[config.mk]
export PLATFORM = sky130hd
export DESIGN_NAME = mulacc32_seq
export DESIGN_NICKNAME = d
export VERILOG_FILES = /design/src/rtl/mulacc_pkg.sv /design/src/rtl/mulacc_digit.sv /design/src/rtl/mulacc32_seq.sv
export SDC_FILE = /design/constraint.sdc
export NUM_CORES = 1
export LEC_CHECK = 0
export CAP_MARGIN = 30
export CORE_MARGIN = 5
export CORE_UTILIZATION = 54
export CTS_CLUSTER_SIZE = 20
export DETAILED_ROUTE_END_ITERATION = 6
export MAX_ROUTING_LAYER = met4
export PLACE_DENSITY = 0.78
export SLEW_MARGIN = 40
export SYNTH_ARGS = -nofsm -noshare
export SYNTH_HDL_FRONTEND = slang
export SYNTH_SLANG_ARGS = --single-unit
[constraint.sdc]
create_clock -name clk -period 4.6 [get_ports clk]
set_input_delay 0.92 -clock clk [delete_from_list [all_inputs] [get_ports clk]]
set_output_delay 0.92 -clock clk [all_outputs]
set_load 0.05 [all_outputs]
[src/rtl/mulacc_pkg.sv]
// mulacc_pkg: shared states, widths and STEP_BITS legality check for mulacc32_seq
package mulacc_pkg;
   typedef enum logic [1:0] {IDLE, BUSY, DONE} state_t;
   localparam int W  = 32;
   localparam int PW = 64;
   function automatic bit step_ok(input int s);
      return s == 1 || s == 2 || s == 4 || s == 8;
   endfunction
endpackage

[src/rtl/mulacc_digit.sv]
// mulacc_digit: STEP_BITS x 64 partial product of one multiplier digit and the shifted multiplicand
module mulacc_digit
   import mulacc_pkg::*;
#(
   parameter int STEP_BITS = 4
) (
   input  logic [STEP_BITS-1:0] digit,
   input  logic [PW-1:0]        mcand,
   output logic [PW-1:0]        pp
);
   assign pp = mcand * PW'(digit);
endmodule

[src/rtl/mulacc32_seq.sv]
// mulacc32_seq: iterative p = a*b + c, STEP_BITS multiplier bits per cycle, LSB-first.
// Optional MULACC_EARLY_EXIT_EN ends BUSY once the remaining multiplier bits are all zero.
module mulacc32_seq
   import mulacc_pkg::*;
#(
   parameter int STEP_BITS = 4
) (
   input  logic          clk,
   input  logic          rstn,
   input  logic          in_valid,
   output logic          in_ready,
   input  logic [W-1:0]  a,
   input  logic [W-1:0]  b,
   input  logic [W-1:0]  c,
   output logic          out_valid,
   input  logic          out_ready,
   output logic [PW-1:0] p
);
   localparam int NSTEPS = W / STEP_BITS;
   localparam logic [5:0] LAST = 6'(NSTEPS - 1);
   if (!step_ok(STEP_BITS)) begin : g_bad_step
      $error("mulacc32_seq: STEP_BITS must be 1, 2, 4 or 8");
   end
   state_t state, state_n;
   logic [PW-1:0] acc, mcand, pp, acc_n;
   logic [W-1:0] mplier, mplier_n;
   logic [5:0] count;
   logic last;
   mulacc_digit #(.STEP_BITS(STEP_BITS)) u_digit (
      .digit(mplier[STEP_BITS-1:0]),
      .mcand(mcand),
      .pp(pp)
   );
   assign acc_n    = acc + pp;
   assign mplier_n = mplier >> STEP_BITS;
   assign in_ready = state == IDLE;
   always_comb begin
      last = count == LAST;
`ifdef MULACC_EARLY_EXIT_EN
      last = last || mplier_n == '0;
`endif
      state_n = (state == IDLE && in_valid)  ? BUSY :
                (state == BUSY && last)      ? DONE :
                (state == DONE && out_ready) ? IDLE : state;
   end
   always_ff @(posedge clk) begin
      if (!rstn) begin
         state     <= IDLE;
         out_valid <= 1'b0;
         p         <= '0;
         acc       <= '0;
         mcand     <= '0;
         mplier    <= '0;
         count     <= '0;
      end else begin
         state <= state_n;
         case (state)
            IDLE: if (in_valid) begin
               mplier <= a;
               mcand  <= PW'(b);
               acc    <= PW'(c);
               count  <= '0;
            end
            BUSY: begin
               acc    <= acc_n;
               mcand  <= mcand << STEP_BITS;
               mplier <= mplier_n;
               count  <= count + 6'd1;
               if (last) begin
                  p         <= acc_n;
                  out_valid <= 1'b1;
               end
            end
            DONE: if (out_ready) out_valid <= 1'b0;
            default: ;
         endcase
      end
   end
endmodule

==> metrics, run 1 <==
ANT cells 0; Seq/Total Area, Yosys 0.251; worst hold path depth 2; Worst-path clk slew 0.06 ns; R2R cell count 19; Slew Limit Fails 0; clk_skew 0.0160 ns; CTS sink cnt 233; maxcap violations 0; Max VDD drop 0.286 mV; Vias/cell 5.71; placed instance count 3046; core outline area 34300 µm²; Hold Fails Final Rpt 0; total track usage 0.315; CP peak stage delay 0.58 ns; worst min-delay path category flip-flop to flip-flop; final wirelength 62300 µm; htree depth 1; DP HPWL 42800 µm; warnings from Yosys 0; CTS tree built; WS Path Type flip-flop to flip-flop; commonest non-fill, non-tap cell in the layout buf_4; routed len/inst 19.8 µm; mapped cell area 18600 µm²; Routability Congestion 0.967; first drt pass iteration count 6; pre-CTS setup slack -0.490 ns; most frequent cells in the layout 294 x buf_4, 267 x inv_1, 238 x nand2_1; Initial DRC Count 1706; Post-CTS Hold Buffers 0; Power Dens Cells 240 nW/µm²; cell family with most CP delay adder cells; Worst Path Arrival 5.32 ns; CP bufs+invs 5; Worst-Skew Late Latency 0.57 ns; Gate Count Post-Synth 2283; crit-path max FO 7; post-synth cell types 77; dominant synthesized flop cell dfxtp_1; minimum clock period 4.82 ns; Area contributors post-synth dfxtp_1 25%, fa_1 20%, and2_1 8.0%; Leak 0.0111 µW; Worst Tran Pin Value 0.859 ns; fill cell count 2438; top cell type's share of synthesized area 0.251; die area 38200 µm²; CTS root buf clkbuf_16; FFs w/ async S/R, synth 0; CTS max path bufs 3; Boundary Pins 166; slowest CP cell fa_1; fin worst setup slack -0.223 ns; max_slew headroom 0.427; Synth Register Bits 233; Post-synth EDFFs 0; Critical Path RT 5.10 ns; largest net degree at the start of global routing 88; Row Count 68; Setup-failing EPs final 33; Syn Nets 2633; first-pass GRT wire length 96000 µm; Layout Cells excl Fill 3148; initial antenna violation count 0; Tcrit/Tclk final 1.05; layout cells sized above 1 0.243; Die H 195 µm; CTS buffer count 26; Overflow after GRT 0; PortBufs 165; FMAX 0.207 GHz; status finished with violations; Mapped Avg Cell Area 8.14 µm²; Yosys top cell by area dfxtp_1; Initial Util 0.542; vias in the first global route 17900; setup tns final -3.30 ns; # nets final 3026; routed vias 18000; Setup crit end kind flip-flop; violated checks negative setup slack; Die W 195 µm; Final Cell Area 25800 µm²; Post-DP Area 22600 µm²; Levels on crit path 19; Cell Chain, Critical Path buf_12 > buf_12 > and2_4 > fa_2 > fa_1 > inv_2 > fa_1 > inv_2 > ha_4 > and2_4 > nand3_4 > nor2b_4 > o31ai_4 > nor3_2 > buf_4 > o21ai_4 > a41oi_4 > or4_4 > a31oi_1; RSZ-0062 raised after global routing yes; P&R area growth vs syn 38.8%; residual DRC count 0; Startpoint Class flip-flop; Routed Antenna Nets 0; Post-Route Utilization 0.752
==> sequential cells by signal, indices dropped and copies added, names as in the netlist <==
register,cells
p,64
mplier,32
out_valid,1
mcand,64
state,2
count,6
acc,64
==> cell families (layout without fill, tap and decap cells) <==
group	count (synthesis)	after routing	synth area share
flops	233	233	0.251
xor+xnor	64	64	0.0302
fa+ha+maj	250	250	0.242
buf+inv	419	829	0.0853
mux	1	1	0.000539
simple gates	824	824	0.217
compound gates	492	492	0.174
==> through the flow <==
stage | hold WS [ns] | total power (µW)
after floorplan | 0.425 | 3040
after global placement | 0.434 | 3670
after detailed placement | 0.443 | 3720
after CTS | 0.455 | 5960
after global routing | 0.461 | 6430
final | 0.453 | 6180
==> report_power, final <==
group / internal (µW) / leakage, µW / total [µW] / switching [µW]
logic: 891 / 0.00878 / 1910 / 1020
clock network: 1170 / 0.000386 / 2070 / 898
registers: 2110 / 0.00190 / 2200 / 86.1
total: 4170 / 0.0111 / 6180 / 2000
==> synthesized netlist by cell type (all sizes together) (4+ instances only) <==
library cell / number
o211a: 4
a211oi: 12
nand2b: 6
xor2: 22
ha: 68
a22oi: 29
o21bai: 9
a221oi: 4
nand2: 258
and2: 237
dfxtp: 233
a22o: 9
a21o: 27
o21ai: 82
a21boi: 27
fa: 182
nor2: 174
nand4: 23
o221ai: 61
clkbuf: 113
nand3: 76
nor3: 10
o21a: 9
a31oi: 13
nor2b: 10
buf: 24
and3: 4
o211ai: 7
xnor2: 42
inv: 281
or3: 5
a21oi: 172
==> worst register-to-register path, cell delays in order, from the launching register on <==
cell and delay [ns]:
dfxtp_4 0.40, buf_12 0.16, buf_12 0.13, and2_4 0.13, fa_2 0.46, fa_1 0.58, inv_2 0.06, fa_1 0.53
inv_2 0.05, ha_4 0.27, and2_4 0.18, nand3_4 0.09, nor2b_4 0.14, o31ai_4 0.30, nor3_2 0.08, buf_4 0.16
o21ai_4 0.21, a41oi_4 0.20, or4_4 0.45, a31oi_1 0.16
==> metal layers <==
metal	GRT usage	vias up	part of all wire
li1	-	8266	-
met1	0.455	8674	0.44
met2	0.466	880	0.45
met3	0.0437	150	0.080
met4	0.0882	0	0.032
met5	-	-	0
==> final timing paths <==
path / from / end / slack (ns)
setup reg to reg: mplier[3] / p[58] / -0.22
hold reg to reg: p[43] / p[43] / 0.45
hold / removal: p[43] / p[43] / 0.45
setup / recovery: mplier[3] / p[58] / -0.22
==> final cells by class <==
cell class | count | area (µm²) | area share
Multi-Input combinational cell | 1631 | 14100 | 0.546
Inverter | 282 | 1060 | 0.0411
Sequential cell | 233 | 4670 | 0.181
Timing Repair Buffer | 502 | 4570 | 0.177
Tap cell | 455 | 569 | 0.0221
Clock buffer | 33 | 687 | 0.0267
Clock inverter | 12 | 138 | 0.00534
==> what timing repair did <==
item / CTS / global route
setup endpoints to repair: 75 / 79
cloned: 5 / 2
resized for setup: 199 / 179
pin swaps: 69 / 98
buffers inserted: 20 / 36
(Power assumes the default switching activity.)
==> run 2: changes to the inputs <==
CAP_MARGIN = default   (was 30)
CELL_PAD_IN_SITES_DETAIL_PLACEMENT = 1   (was default)
CELL_PAD_IN_SITES_GLOBAL_PLACEMENT = 2   (was default)
CORE_UTILIZATION = 32   (was 54)
MAX_ROUTING_LAYER = default   (was met4)
PLACE_DENSITY = default   (was 0.78)
PLACE_DENSITY_LB_ADDON = 0.1   (was default)
==> run 2 against run 1 <==
Effect of this change: the run still ends with negative setup slack left; register-to-register slack got worse by 0.06 ns; die area increased by 65%; setup slack got worse by 0.063 ns; cell area increased by 5.8%; flip-flop and latch count unchanged; via count decreased by 2.1%; first-iteration DRC count decreased by 55%; combinational power increased by 8%; final cell count increased by 12%; clock power increased by 13%; largest power group is now clock; highest routed layer is now met5.
==> metrics, run 2 (synthesis results as in run 1) <==
residual DRC count 0 (unchanged); Slew Limit Fails 0 (unchanged); Initial Util 0.323 (-0.219); Post-DP Area 23400 µm² (+3.7%); final wirelength 71300 µm (+15%); P&R area growth vs syn 46.8%; CTS sink cnt 233 (unchanged); Routed Antenna Nets 0 (unchanged); Worst Tran Pin Value 0.856 ns (-0.00312 ns); Boundary Pins 166 (unchanged); htree depth 1 (unchanged); Startpoint Class flip-flop; CTS root buf clkbuf_16; CTS max path bufs 3 (unchanged); setup tns final -6.49 ns (-3.19 ns); largest net degree at the start of global routing 96 (+9.1%); initial antenna violation count 2 (+2); worst min-delay path category flip-flop to flip-flop; Die H 251 µm (+28%); first-pass GRT wire length 110000 µm (+14%); fin worst setup slack -0.287 ns (-0.0633 ns); Worst-path clk slew 0.06 ns (about the same); die area 63000 µm² (+65%); Setup crit end kind flip-flop; slowest CP cell fa_2; Critical Path RT 5.08 ns (-0.02 ns); Power Dens Cells 242 nW/µm² (+0.88%); fill cell count 6571 (+170%); CTS buffer count 30 (+15%); routed vias 17600 (-2.1%); Setup-failing EPs final 52 (+58%); WS Path Type flip-flop to flip-flop; clk_skew 0.0119 ns (-0.00404 ns); Leak 0.0115 µW (+4.1%); maxcap violations 0 (unchanged); layout cells sized above 1 0.280 (+0.0370); Row Count 88 (+29%); Layout Cells excl Fill 3539 (+12%); Die W 251 µm (+28%); minimum clock period 4.89 ns (+0.0633 ns); CP peak stage delay 0.57 ns (about the same); Max VDD drop 0.259 mV (-9.3%); routed len/inst 20.2 µm (+1.9%); DP HPWL 51900 µm (+21%); Top Registers acc (64), mcand (64), p (64); # nets final 3104 (+2.6%); PortBufs 165 (unchanged); placed instance count 3418 (+12%); commonest non-fill, non-tap cell in the layout buf_4; Cell Chain, Critical Path buf_12 > buf_16 > and2_4 > fa_2 > fa_1 > fa_2 > ha_4 > a21oi_2 > o21ai_2 > a31o_4 > o21a_4 > o21ai_4 > o21ba_4 > a21oi_4 > buf_6 > xnor2_4 > buf_6 > nand2_1 > o211a_1; crit-path max FO 6 (-1); Vias/cell 4.97 (-13%); first drt pass iteration count 5 (-1); core outline area 57600 µm² (+68%); status finished with violations; vias in the first global route 19300 (+7.5%); Initial DRC Count 772 (-55%); total track usage 0.216 (-0.0986); CTS tree built; pre-CTS setup slack -0.528 ns (-0.0377 ns); Multi-input gate area 14300 µm² (+1.8%); RSZ-0062 raised after global routing yes; max_slew headroom 0.429 (+0.00208); most frequent cells in the layout 348 x buf_4, 266 x inv_1, 240 x nand2_1; Tcrit/Tclk final 1.06 (+0.0138); Hold Fails Final Rpt 0 (unchanged); Pwr Total 6590 µW (+6.7%); register area 4670 µm² (unchanged); Worst Path Arrival 5.37 ns (+0.05 ns); Final Cell Area 27300 µm² (+5.8%); Overflow after GRT 0 (unchanged); FMAX 0.205 GHz (-1.3%); Routability Congestion 0.890 (-7.9%); Worst-Skew Late Latency 0.59 ns (+0.02 ns); violated checks negative setup slack
[run 2: cell types whose count changed in the layout (fill, tap and decap cells not counted), sizes merged]
cell and change:
buf +72, clkbuf +10, clkinvlp -3, clkinv +2, bufbuf +1, bufinv -1, diode +1, inv -1
[run 2: power by group]
part / internal [µW] / leakage (µW) / total (µW) / switching, µW
clock: 1350 / 0.000463 / 2330 / 978
combinational: 986 / 0.00916 / 2070 / 1080
sequential: 2110 / 0.00190 / 2190 / 77.9
total: 4450 / 0.0115 / 6590 / 2140
[run 2: path summary, 6_finish.rpt]
| check | startpoint | cells past startpoint | slack, ns | endpoint |
|---|---|---|---|---|
| worst max-delay path | mplier[1] | 19 | -0.29 | p[55] |
| worst min register to register | acc[47] | 2 | 0.45 | acc[47] |
| worst max register to register | mplier[1] | 19 | -0.29 | p[55] |
| worst min-delay path | acc[47] | 2 | 0.45 | acc[47] |
[run 2: final cells by class]
class,instances,share of cell area
Clock inverter,9,0.00289
Timing Repair Buffer,576,0.194
Clock buffer,42,0.0318
Antenna cell,1,0.0000918
Inverter,282,0.0389
Multi-Input combinational cell,1631,0.526
Tap cell,765,0.0351
Sequential cell,233,0.171
[run 2: metal layers]
layer / vias to the layer above / GRT usage / share of wire
met5: - / 0 / 0.00020
met4: 4 / 0.0416 / 0.017
met3: 67 / 0.0289 / 0.034
met2: 224 / 0.360 / 0.48
met1: 8863 / 0.304 / 0.47
li1: 8427 / - / -
[run 2: per-stage QoR]
step / hold slack, ns / utilization
floorplan: 0.425 / -
global placement: 0.438 / 0.406
global route: 0.471 / 0.473
finish: 0.451 / 0.474
detailed placement: 0.449 / 0.406
CTS: 0.459 / 0.455
[run 2: what timing repair did]
| item | CTS | global route |
|---|---|---|
| endpoints found under the setup margin | 76 | 86 |
| setup buffers | 32 | 32 |
| hold buffers | 0 | 0 |
| gates resized for setup | 281 | 171 |
| pin swaps | 76 | 87 |
| cloned | 7 | 4 |
[run 2: worst max-delay path: cells and delay by family (launching register included)]
kind,cells,cell delay (ns)
flops,1,0.37
simple gates,2,0.19
xor+xnor,1,0.21
compound gates,8,1.61
fa+ha+maj,4,1.82
buf+inv,4,0.54
==> run 3: changes to the inputs <==
CAP_MARGIN = 20   (was default)
SKIP_LAST_GASP = 1   (was default)
SYNTH_HIERARCHICAL = 1   (was default)
==> run 3 against run 2 <==
Effect of this change: the flow still finishes with violations (negative setup slack); critical path depth up 10; final cell count is 25% higher; sequential power barely moved; count of clock-buffer cells in the layout up 1; critical path type unchanged; largest power group unchanged; hold slack gained 0.0050 ns; flip-flop and latch count is the same; cell area grew 20%; total power is 6.2% higher; critical endpoint is now acc[59].
==> metrics, run 3 <==
commonest non-fill, non-tap cell in the layout buf_4; Startpoint Class flip-flop; met2 Usage GRT 0.374 (+0.0136); maxcap violations 0 (unchanged); Clock Power Share 0.361 (+0.008); met1 usage 0.336 (+0.0323); met3 usage 0.0284 (-0.000422); Critical Path RT 5.12 ns (+0.04 ns); Routed Antenna Nets 0 (unchanged); CTS sink cnt 233 (unchanged); Post-CTS Hold Buffers 0 (unchanged); Post-Route Utilization 0.500 (+0.0262); ANT cells 0 (-1); Slew Limit Fails 0 (unchanged); Hold Crit Endpoint p[38]; Worst-Skew Late Latency 0.63 ns (+0.04 ns); count leader, synth nand2_1; routed len/inst 19.7 µm (-2.4%); most frequent cells in the layout 694 x buf_4, 336 x nand2_1, 229 x dfxtp_1; Worst R2R Setup Slack -1.52 ns (-1.24 ns); Mapped Avg Cell Area 7.66 µm² (-5.9%); Row Count 94 (+6.8%); Syn Nets 3096 (+18%); mapped cell area 21000 µm² (+13%); status finished with violations; Area contributors post-synth dfxtp_1 22%, fa_1 12%, ha_1 7.6%; FF-to-FF Start mplier[1]; CTS root buf clkbuf_16; # nets final 3878 (+25%); Initial DRC Count 953 (+23%); RSZ-0062 raised after global routing yes; r2r endpoint acc[59]; Overflow after GRT 0 (unchanged); slowest CP cell fa_1; Routability Congestion 0.919 (+3.2%); Most Crowded Layer GR met2; FMAX 0.163 GHz (-20%); residual DRC count 0 (unchanged); P&R area growth vs syn 55.7%; worst min-delay path category flip-flop to flip-flop; violated checks negative setup slack; Psw 2300 µW (+7.3%); first drt pass iteration count 4 (-1); Setup-failing EPs final 108 (+110%); fin worst setup slack -1.52 ns (-1.24 ns); Worst Hold Launch p[38]; WS Path Type flip-flop to flip-flop; Worst Tran Pin Value 0.810 ns (-0.0457 ns); clk_skew 0.0610 ns (+0.0490 ns); Vias/cell 5.10 (+2.6%); Synth Register Bits 233 (unchanged); Setup crit end kind flip-flop; CTS tree built; Yosys top cell by area dfxtp_1; DP HPWL 65300 µm (+26%); htree depth 1 (unchanged); crit-path max FO 8 (+2); switching share of power 0.328 (+0.00338); first-pass GRT wire length 136000 µm (+24%); minimum clock period 6.12 ns (+1.24 ns); Worst Path Arrival 6.65 ns (+1.28 ns); Leak 0.0147 µW (+28%); FFs w/ async S/R, synth 0 (unchanged); Hold Fails Final Rpt 0 (unchanged); layout cells sized above 1 0.338 (+0.0575); top cells by count, synth 361 x nand2_1, 253 x a21oi_1, 239 x inv_1; CTS max path bufs 3 (unchanged); Die W 266 µm (+6.2%); core outline area 65500 µm² (+14%); Initial Util 0.321 (-0.00153); worst hold path depth 2 (unchanged); pre-CTS setup slack -1.86 ns (-1.33 ns); Die H 266 µm (+6.2%); top cell type's share of synthesized area 0.222 (-0.0293); die area 70900 µm² (+13%); warnings from Yosys 6 (+6); Max VDD drop 0.308 mV (+19%); PortBufs 165 (unchanged); P_int 4700 µW (+5.7%); vias in the first global route 24300 (+26%); initial antenna violation count 0 (-2); CP peak stage delay 0.46 ns (-0.11 ns); Post-synth EDFFs 0 (unchanged); Worst-path clk slew 0.06 ns (about the same); CTS buffer count 30 (unchanged); dominant synthesized flop cell dfxtp_1; max_slew headroom 0.460 (+0.0305); final wirelength 86900 µm (+22%); total track usage 0.233 (+0.0171); Boundary Pins 166 (unchanged); R2R cell count 29 (+10); largest net degree at the start of global routing 97 (+1.0%); Top Registers acc (64), mcand (64), p (64); post-synth cell types 95 (+23%); Gate Count Post-Synth 2746 (+20%); Seq pwr share 0.315 (-0.017); Tcrit/Tclk final 1.33 (+0.269); Seq/Total Area, Yosys 0.222 (-0.0293); Power Dens Cells 214 nW/µm² (-12%); routed vias 22500 (+28%); combinational power share 0.324 (+0.010)
## run 3: changes by cell type in the layout (fill, tap and decap cells not counted), moves of 24 or more
cell     previous run  this run
nand2_1           240       336
fa_1              163       120
a21o_1             25        72
nor2_1            163       201
and2_1            208       181
buf_4             348       694
inv_1             266       228
nand4_1            23        47
a21oi_1           125       193
ha_1               22        84
xor2_1              9        33
## run 3: worst max path at each step
| stage | from | endpoint | cells past startpoint |
|---|---|---|---|
| floorplan | mplier[1] | p[61] | 26 |
| global placement | mplier[3] | acc[60] | 27 |
| detailed placement | mplier[3] | acc[63] | 27 |
| CTS | mplier[1] | acc[59] | 27 |
| global route | mplier[1] | acc[59] | 29 |
| finish | mplier[1] | acc[59] | 29 |
## run 3: metrics by stage
stage / power, µW / cell area (µm²) / TNS, ns / cells / hold WS [ns]
finish: 7000 / 32700 / -117.84 / 4414 / 0.456
global route: 7330 / 32700 / -141.77 / 4414 / 0.473
CTS: 6970 / 31800 / -108.45 / 4377 / 0.461
detailed placement: 4140 / 28600 / -136.61 / 4255 / 0.452
global placement: 4080 / 28600 / -121.89 / 4254 / 0.442
floorplan: 3220 / 21700 / -40.26 / 2746 / 0.431
## run 3: timing repair
item | CTS | global route
cloned | 1 | 0
buffers inserted | 74 | 42
setup endpoints to repair | 108 | 112
pin swaps | 164 | 122
resized for setup | 300 | 137
## run 3: power groups by stage
stage | registers, µW | logic (µW) | clock network, µW
finish | 2210 | 2270 | 2530
global route | 2220 | 2440 | 2670
CTS | 2210 | 2160 | 2600
detailed placement | 2250 | 1880 | 0
global placement | 2250 | 1840 | 0
floorplan | 2210 | 1010 | 0
## run 3: critical path, delay by kind of cell, from the launching register on
family	cells	cell delay (ns)
and+or+nand+nor	2	0.24
xor gates and xnor gates	1	0.19
DFF	1	0.40
adders and majority gates	4	1.38
buffers and inverters	7	0.84
AOI/OAI and AO/OA	15	2.97
## run 3: kinds of logic (layout without fill, tap and decap cells)
kind of cell               Yosys count  in the layout  synth area share
and+or+nand+nor                   1014           1014             0.230
AOI/OAI and AO/OA                  718            718             0.227
buffers and inverters              406           1210            0.0762
adders and majority gates          250            250             0.192
DFF                                233            233             0.222
xor gates and xnor gates           122            122            0.0515
muxes                                3              3           0.00143
## run 3: routing by layer
| metal | wire length (µm) | part of all wire |
|---|---|---|
| met5 | 0 | 0 |
| met1 | 42400 | 0.49 |
| met3 | 3010 | 0.035 |
| met4 | 2200 | 0.025 |
| met2 | 39300 | 0.45 |
## run 3: layout make-up
class | count | area (µm²)
timing repair buffer | 916 | 7600
multi-input combinational | 2107 | 17400
clock inverter | 11 | 194
inverter | 240 | 906
clock buffer | 43 | 860
fill | 7703 | 32800
tap | 864 | 1080
sequential | 233 | 4680
